File: config.mk
export PLATFORM = sky130hd
export DESIGN_NAME = eth_phy_10g_rx_descrambler
export DESIGN_NICKNAME = d
export VERILOG_FILES = /design/src/rtl/eth_phy_10g_rx_descrambler_pkg.sv /design/src/rtl/eth_phy_10g_ber_mon.sv /design/src/rtl/eth_phy_10g_rx_descrambler.sv
export SDC_FILE = /design/constraint.sdc
export NUM_CORES = 1
export LEC_CHECK = 0
export ABC_CLOCK_PERIOD_IN_PS = 6950
export BUFFER_PORTS_ARGS = -buffer_cell sky130_fd_sc_hd__buf_2
export CAP_MARGIN = 5
export CORE_MARGIN = 2
export CORE_UTILIZATION = 59
export CTS_CLUSTER_SIZE = 24
export DETAILED_ROUTE_END_ITERATION = 10
export PLACE_DENSITY = 0.85
export SLEW_MARGIN = 5
export SYNTH_ARGS = -nofsm -noshare
export SYNTH_HDL_FRONTEND = slang
export SYNTH_SLANG_ARGS = --single-unit
File: constraint.sdc
create_clock -name clk -period 6.95 [get_ports clk]
set_input_delay 0.695 -clock clk [delete_from_list [all_inputs] [get_ports clk]]
set_output_delay 0.695 -clock clk [all_outputs]
set_load 0.05 [all_outputs]
File: src/rtl/eth_phy_10g_rx_descrambler_pkg.sv
// Shared 10GBASE-R PCS constants used by the RX descrambler and the TX scrambler.
//   SYNC_DATA / SYNC_CTRL : the two legal 64b/66b sync headers
//   SCR_POLY_TAP_A/B      : exponents of the scrambler polynomial x^58 + x^39 + 1
//   is_bad_hdr()          : true for the illegal sync headers 00 and 11
package eth_phy_10g_rx_descrambler_pkg;

  localparam logic [1:0] SYNC_DATA = 2'b01;
  localparam logic [1:0] SYNC_CTRL = 2'b10;

  localparam int unsigned SCR_POLY_TAP_A = 58;
  localparam int unsigned SCR_POLY_TAP_B = 39;

  // Scrambler state holds the last TAP_A received scrambled bits.
  localparam int unsigned SCR_STATE_W = SCR_POLY_TAP_A;

  function automatic logic is_bad_hdr(input logic [1:0] hdr);
    return !((hdr == SYNC_DATA) || (hdr == SYNC_CTRL));
  endfunction

endpackage

File: src/rtl/eth_phy_10g_ber_mon.sv
// High bit-error-rate monitor for the 10GBASE-R RX path.
// Counts bad sync headers over a window of aligned cycles; raises o_hi_ber as soon as the
// count reaches BER_THRESH and clears it at the end of a window that stayed below threshold.
//   clk, rst      : block clock, async active-high reset
//   i_aligned     : aligner lock; 0 restarts the monitor and clears all state
//   i_bad_hdr     : the block accepted this cycle has an illegal sync header
//   o_hi_ber      : high bit-error-rate flag
//   o_err_count   : bad headers in the current window, saturating at 255
module eth_phy_10g_ber_mon #(
  parameter int unsigned BER_WINDOW = 19531,
  parameter int unsigned BER_THRESH = 16
) (
  input  logic       clk,
  input  logic       rst,
  input  logic       i_aligned,
  input  logic       i_bad_hdr,
  output logic       o_hi_ber,
  output logic [7:0] o_err_count
);

  localparam int unsigned    WinW    = $clog2(BER_WINDOW);
  localparam logic [WinW-1:0] WinLast = WinW'(BER_WINDOW - 1);
  localparam logic [7:0]     Thresh  = 8'(BER_THRESH);

  logic [WinW-1:0] win_q, win_d;
  logic [7:0]      cnt_q, cnt_d;
  logic [7:0]      cnt_inc;
  logic            hi_ber_q, hi_ber_d;

  always_comb begin
    cnt_inc  = cnt_q;
    win_d    = win_q;
    cnt_d    = cnt_q;
    hi_ber_d = hi_ber_q;

    if (i_bad_hdr && (cnt_q != 8'hFF)) begin
      cnt_inc = cnt_q + 8'd1;
    end

    if (!i_aligned) begin
      win_d    = '0;
      cnt_d    = '0;
      hi_ber_d = 1'b0;
    end else begin
      if (cnt_inc >= Thresh) begin
        hi_ber_d = 1'b1;
      end
      // The last window cycle's own header is included before deciding whether to clear.
      if (win_q == WinLast) begin
        win_d = '0;
        cnt_d = '0;
        if (cnt_inc < Thresh) begin
          hi_ber_d = 1'b0;
        end
      end else begin
        win_d = win_q + WinW'(1);
        cnt_d = cnt_inc;
      end
    end
  end

  always_ff @(posedge clk or posedge rst) begin
    if (rst) begin
      win_q    <= '0;
      cnt_q    <= '0;
      hi_ber_q <= 1'b0;
    end else begin
      win_q    <= win_d;
      cnt_q    <= cnt_d;
      hi_ber_q <= hi_ber_d;
    end
  end

  assign o_hi_ber    = hi_ber_q;
  assign o_err_count = cnt_q;

endmodule

File: src/rtl/eth_phy_10g_rx_descrambler.sv
// 10GBASE-R RX descrambler with sync-header check and high-BER monitor.
// Descrambles aligned 64b/66b payloads with the self-synchronising polynomial
// x^58 + x^39 + 1; the sync header passes through untouched. One cycle of latency.
//   clk, rst          : block clock, async active-high reset
//   i_serdes_rx_hdr   : aligned sync header
//   i_serdes_rx_data  : aligned scrambled payload, bit 0 received first
//   i_aligned         : aligner lock, input block valid this cycle
//   o_rx_hdr/o_rx_data: registered header and descrambled payload (held while unlocked)
//   o_rx_valid        : outputs hold a valid block
//   o_hdr_err         : the block on the outputs had an illegal header
//   o_hi_ber          : high bit-error-rate indication
//   o_err_count       : bad headers in the current monitor window
module eth_phy_10g_rx_descrambler
  import eth_phy_10g_rx_descrambler_pkg::*;
#(
  parameter int unsigned DATA_WIDTH = 64, // only 64 supported
  parameter int unsigned HDR_WIDTH  = 2,  // only 2 supported
  parameter int unsigned BER_WINDOW = 19531,
  parameter int unsigned BER_THRESH = 16
) (
  input  logic                  clk,
  input  logic                  rst,
  input  logic [HDR_WIDTH-1:0]  i_serdes_rx_hdr,
  input  logic [DATA_WIDTH-1:0] i_serdes_rx_data,
  input  logic                  i_aligned,
  output logic [HDR_WIDTH-1:0]  o_rx_hdr,
  output logic [DATA_WIDTH-1:0] o_rx_data,
  output logic                  o_rx_valid,
  output logic                  o_hdr_err,
  output logic                  o_hi_ber,
  output logic [7:0]            o_err_count
);

  localparam int unsigned TapGap = SCR_POLY_TAP_A - SCR_POLY_TAP_B;

  logic [SCR_STATE_W-1:0]            scr_q, scr_d;
  logic [DATA_WIDTH+SCR_STATE_W-1:0] ext;
  logic [DATA_WIDTH-1:0]             descr;
  logic [DATA_WIDTH-1:0]             data_q, data_d;
  logic [HDR_WIDTH-1:0]              hdr_q, hdr_d;
  logic                              valid_q, valid_d;
  logic                              hdr_err_q, hdr_err_d;
  logic                              bad_hdr;

  // ext[j] for j < 58 is the bit received 58-j bits before the current block's bit 0, so
  // each output bit taps the scrambled stream 58 and 39 bits back.
  always_comb begin
    ext   = {i_serdes_rx_data, scr_q};
    descr = '0;
    for (int i = 0; i < DATA_WIDTH; i++) begin
      descr[i] = ext[i+SCR_POLY_TAP_A] ^ ext[i+TapGap] ^ ext[i];
    end
  end

  assign bad_hdr = i_aligned && is_bad_hdr(i_serdes_rx_hdr);

  always_comb begin
    scr_d     = scr_q;
    data_d    = data_q;
    hdr_d     = hdr_q;
    valid_d   = 1'b0;
    hdr_err_d = 1'b0;
    if (i_aligned) begin
      scr_d     = i_serdes_rx_data[DATA_WIDTH-1 -: SCR_STATE_W];
      data_d    = descr;
      hdr_d     = i_serdes_rx_hdr;
      valid_d   = 1'b1;
      hdr_err_d = bad_hdr;
    end
  end

  always_ff @(posedge clk or posedge rst) begin
    if (rst) begin
      scr_q     <= '0;
      data_q    <= '0;
      hdr_q     <= '0;
      valid_q   <= 1'b0;
      hdr_err_q <= 1'b0;
    end else begin
      scr_q     <= scr_d;
      data_q    <= data_d;
      hdr_q     <= hdr_d;
      valid_q   <= valid_d;
      hdr_err_q <= hdr_err_d;
    end
  end

  eth_phy_10g_ber_mon #(
    .BER_WINDOW (BER_WINDOW),
    .BER_THRESH (BER_THRESH)
  ) u_ber_mon (
    .clk         (clk),
    .rst         (rst),
    .i_aligned   (i_aligned),
    .i_bad_hdr   (bad_hdr),
    .o_hi_ber    (o_hi_ber),
    .o_err_count (o_err_count)
  );

  assign o_rx_hdr   = hdr_q;
  assign o_rx_data  = data_q;
  assign o_rx_valid = valid_q;
  assign o_hdr_err  = hdr_err_q;

endmodule

==> results.py <==
metrics = {
    "critical_path": {
        "path_cells": "buf_4 -> buf_4 -> nand2_1 -> a211oi_1",
        "r2r-end": "u_ber_mon.win_q[8]",
        "r2r_cells": 6,
        "cp_num_buf_inv": 2,
        "crit_type": "in2reg",
        "critPathTopFamily": "buffers and inverters",
        "worstSetupEndpointType": "flop",
        "max_stage_delay_ps": 940,
        "startpoint_type": "primary input",
        "required_ps": 7270,
        "path_common_cell": "buf_4",
        "worstPathArrival_ps": 3270,
        "cp_max_fo": 87,
        "critPathSlowestCell": "buf_4",
        "r2r_slack_ps": 4560,
        "startpoint": "i_aligned",
        "r2r_start": "u_ber_mon.win_q[0]",
    },
    "power_and_ir_drop": {
        "totalPowerFinal_mw": 2.82,
        "power.density_mw_per_mm2": 335,
        "power_leakage_nw": 3.65,
        "vdd.ir_drop.worst_v": 0.000161,
    },
    "layout": {
        "drive_gt1_share_pct": 44.5,
        "nets": 745,
        "final_common_cell": "dfrtp_1",
        "area_growth_pct": 20.2,
        "layout_common_cells": "dfrtp_1 (150), buf_2 (144), xnor2_1 (135)",
        "antenna_cells": 0,
    },
    "sta": {
        "whs_ps": 397,
        "finalClockSkew_ps": 4.46,
        "clock.fmax_mhz": 339,
        "period_share_pct": 42.4,
        "period_needed_ps": 2950,
        "finalSetupViolations": 0,
        "maxSlewViolCount": 0,
        "worstMarginPinSlew_ps": 1060,
        "rsz0062_at_grt": "no",
        "setup_tns_ps": 0,
        "hold_viol": 0,
        "relSlewSlack_pct": 29.1,
    },
    "synth": {
        "synth.distinct_cells": 35,
        "syn-num-nets": 596,
        "synth_warnings": 0,
        "synth_top_area_share_pct": 53.6,
        "yosysSeqAreaShare_pct": 53.6,
        "ys_ff_latch": 150,
        "netlist_area_mm2": 0.00701,
        "yosys-top-cells-area": "dfrtp_1 (54%), mux2_2 (20%), xnor2_1 (17%)",
        "syn_inst": 524,
        "syn_area_per_cell_um2": 13.4,
        "yosys.area.top_type": "dfrtp_1",
    },
    "clocking": {
        "worstSkewPairLatency_ps": 420,
        "cts_hold_buf": 0,
        "ctsHtreeMaxLevel": 4,
        "clk_pin_slew_ps": 60,
        "cts.repair.resized": 0,
        "clock_sinks": 150,
        "cts_root_buf": "clkbuf_16",
        "clk_path_buf_depth": 2,
        "numCtsBuffers": 17,
        "post_cts_buffers": 0,
        "cts_tree": "done",
    },
    "placed_design": {
        "gp_congestion": 0.798,
        "port_buffers": 145,
        "place_hpwl_mm": 10.1,
    },
    "drt": {
        "drc_errors": 13,
        "drt-met1-wl_mm": 6.01,
        "wl_mm": 14.2,
        "final_antenna_net_count": 0,
        "vias": 4510,
        "wl_per_cell_um": 17.2,
        "vias_per_cell": 5.44,
        "wl_met3_um": 857,
        "drt-initial-drc-count": 339,
        "drt-pass1-iter-count": 7,
        "wl_met2_mm": 7.08,
        "top_layer_used": "met4",
    },
    "floorplan": {
        "dieHeight_um": 113,
        "dieArea_mm2": 0.0128,
        "die_w_um": 113,
        "start_util_pct": 60.9,
        "placementRows": 39,
        "core_mm2": 0.0115,
        "boundaryPins": 146,
    },
    "outcome": {
        "violations": "design-rule violations",
        "outcome": "finished, violations left",
    },
    "grt": {
        "grt_max_degree": 88,
        "gr-total-overflow": 0,
        "antenna_found_initial": 0,
        "grt_pass1_wl_mm": 23.0,
        "grt.total_usage_pct": 23.3,
        "grt_pass1_vias": 4605,
    },
    "min_path": {
        "hp-class": "in2async",
    },
    "flow_run": {
        "max_cap_viol_count": 0,
    },
}
## synth_stat cells
cell type,instances
buf_1,3
buf_4,2
nor2b_1,1
or4_4,1
nor3_1,2
and2_1,2
clkbuf_1,12
nand4_1,8
a31oi_1,1
xor2_1,6
nor4_1,2
or4_1,2
or4b_1,2
or3_1,2
o311ai_1,1
ha_1,3
or4b_2,1
a21oi_1,4
dfrtp_1,150
a221oi_2,1
and4_1,3
nand2_1,9
mux2i_1,4
mux2_2,124
nand2b_1,1
a21o_1,1
o31ai_1,2
nand3_1,7
xnor2_1,135
a211oi_1,1
or4bb_1,1
and3_1,3
o21ai_0,2
inv_1,6
nor2_1,19
## report_power, final
part	leakage, nW	internal, mW	total [mW]	switching, mW
Combinational	1.57	0.292	0.866	0.574
Sequential	1.80	1.01	1.11	0.0914
Clock	0.275	0.511	0.853	0.342
Total	3.65	1.82	2.82	1.01
## layer usage
| layer | GRT usage, % | vias up |
|---|---|---|
| met5 | 0 | - |
| met2 | 38.4 | 156 |
| met1 | 29.9 | 2234 |
| met3 | 5.52 | 25 |
| li1 | - | 2095 |
| met4 | 9.59 | 0 |
## sequential cells by signal (all words and copies together) (netlist names)
| name | count |
|---|---|
| o_hdr_err | 1 |
| u_ber_mon.win_q | 15 |
| o_rx_valid | 1 |
| scr_q | 58 |
| o_rx_hdr | 2 |
| u_ber_mon.o_err_count | 8 |
| u_ber_mon.o_hi_ber | 1 |
| o_rx_data | 64 |
## how the worst max path moves through the flow
stage | to | slack (ps) | cells past startpoint
after floorplan | o_hdr_err | 2220 | 1
after global placement | u_ber_mon.o_err_count[6] | 3650 | 4
after detailed placement | u_ber_mon.o_err_count[6] | 3540 | 4
after CTS | u_ber_mon.o_err_count[6] | 4030 | 4
after global routing | u_ber_mon.o_err_count[6] | 3780 | 4
final | u_ber_mon.o_err_count[6] | 4000 | 4
## metrics by stage
stage	setup WS (ps)	std cells	util, %	cell area (µm²)
2_1_floorplan	2220	524	-	7010
3_3_place_gp	3650	797	68.3	7870
3_5_place_dp	3540	797	68.3	7870
4_1_cts	4030	829	73.2	8420
5_1_grt	3780	829	73.2	8420
6_report	4000	829	73.2	8420
## layout make-up
type | instances | area, µm²
clock buffers | 25 | 515
clock inverters | 7 | 43.8
fillers | 763 | 3090
inverters | 6 | 27.5
multi-input cells | 351 | 3160
flip-flops and latches | 150 | 3750
well taps | 143 | 179
repair buffers | 147 | 743
## cells by family after synthesis
| logic type | Yosys count | share of synthesized area, % |
|---|---|---|
| mux | 128 | 20.5 |
| buf+inv | 23 | 1.34 |
| fa+ha+maj | 3 | 0.536 |
| xor+xnor | 141 | 17.6 |
| compound gates | 13 | 1.29 |
| simple gates | 66 | 5.18 |
| flops | 150 | 53.6 |
No activity file was read; power rests on OpenSTA's default activity.
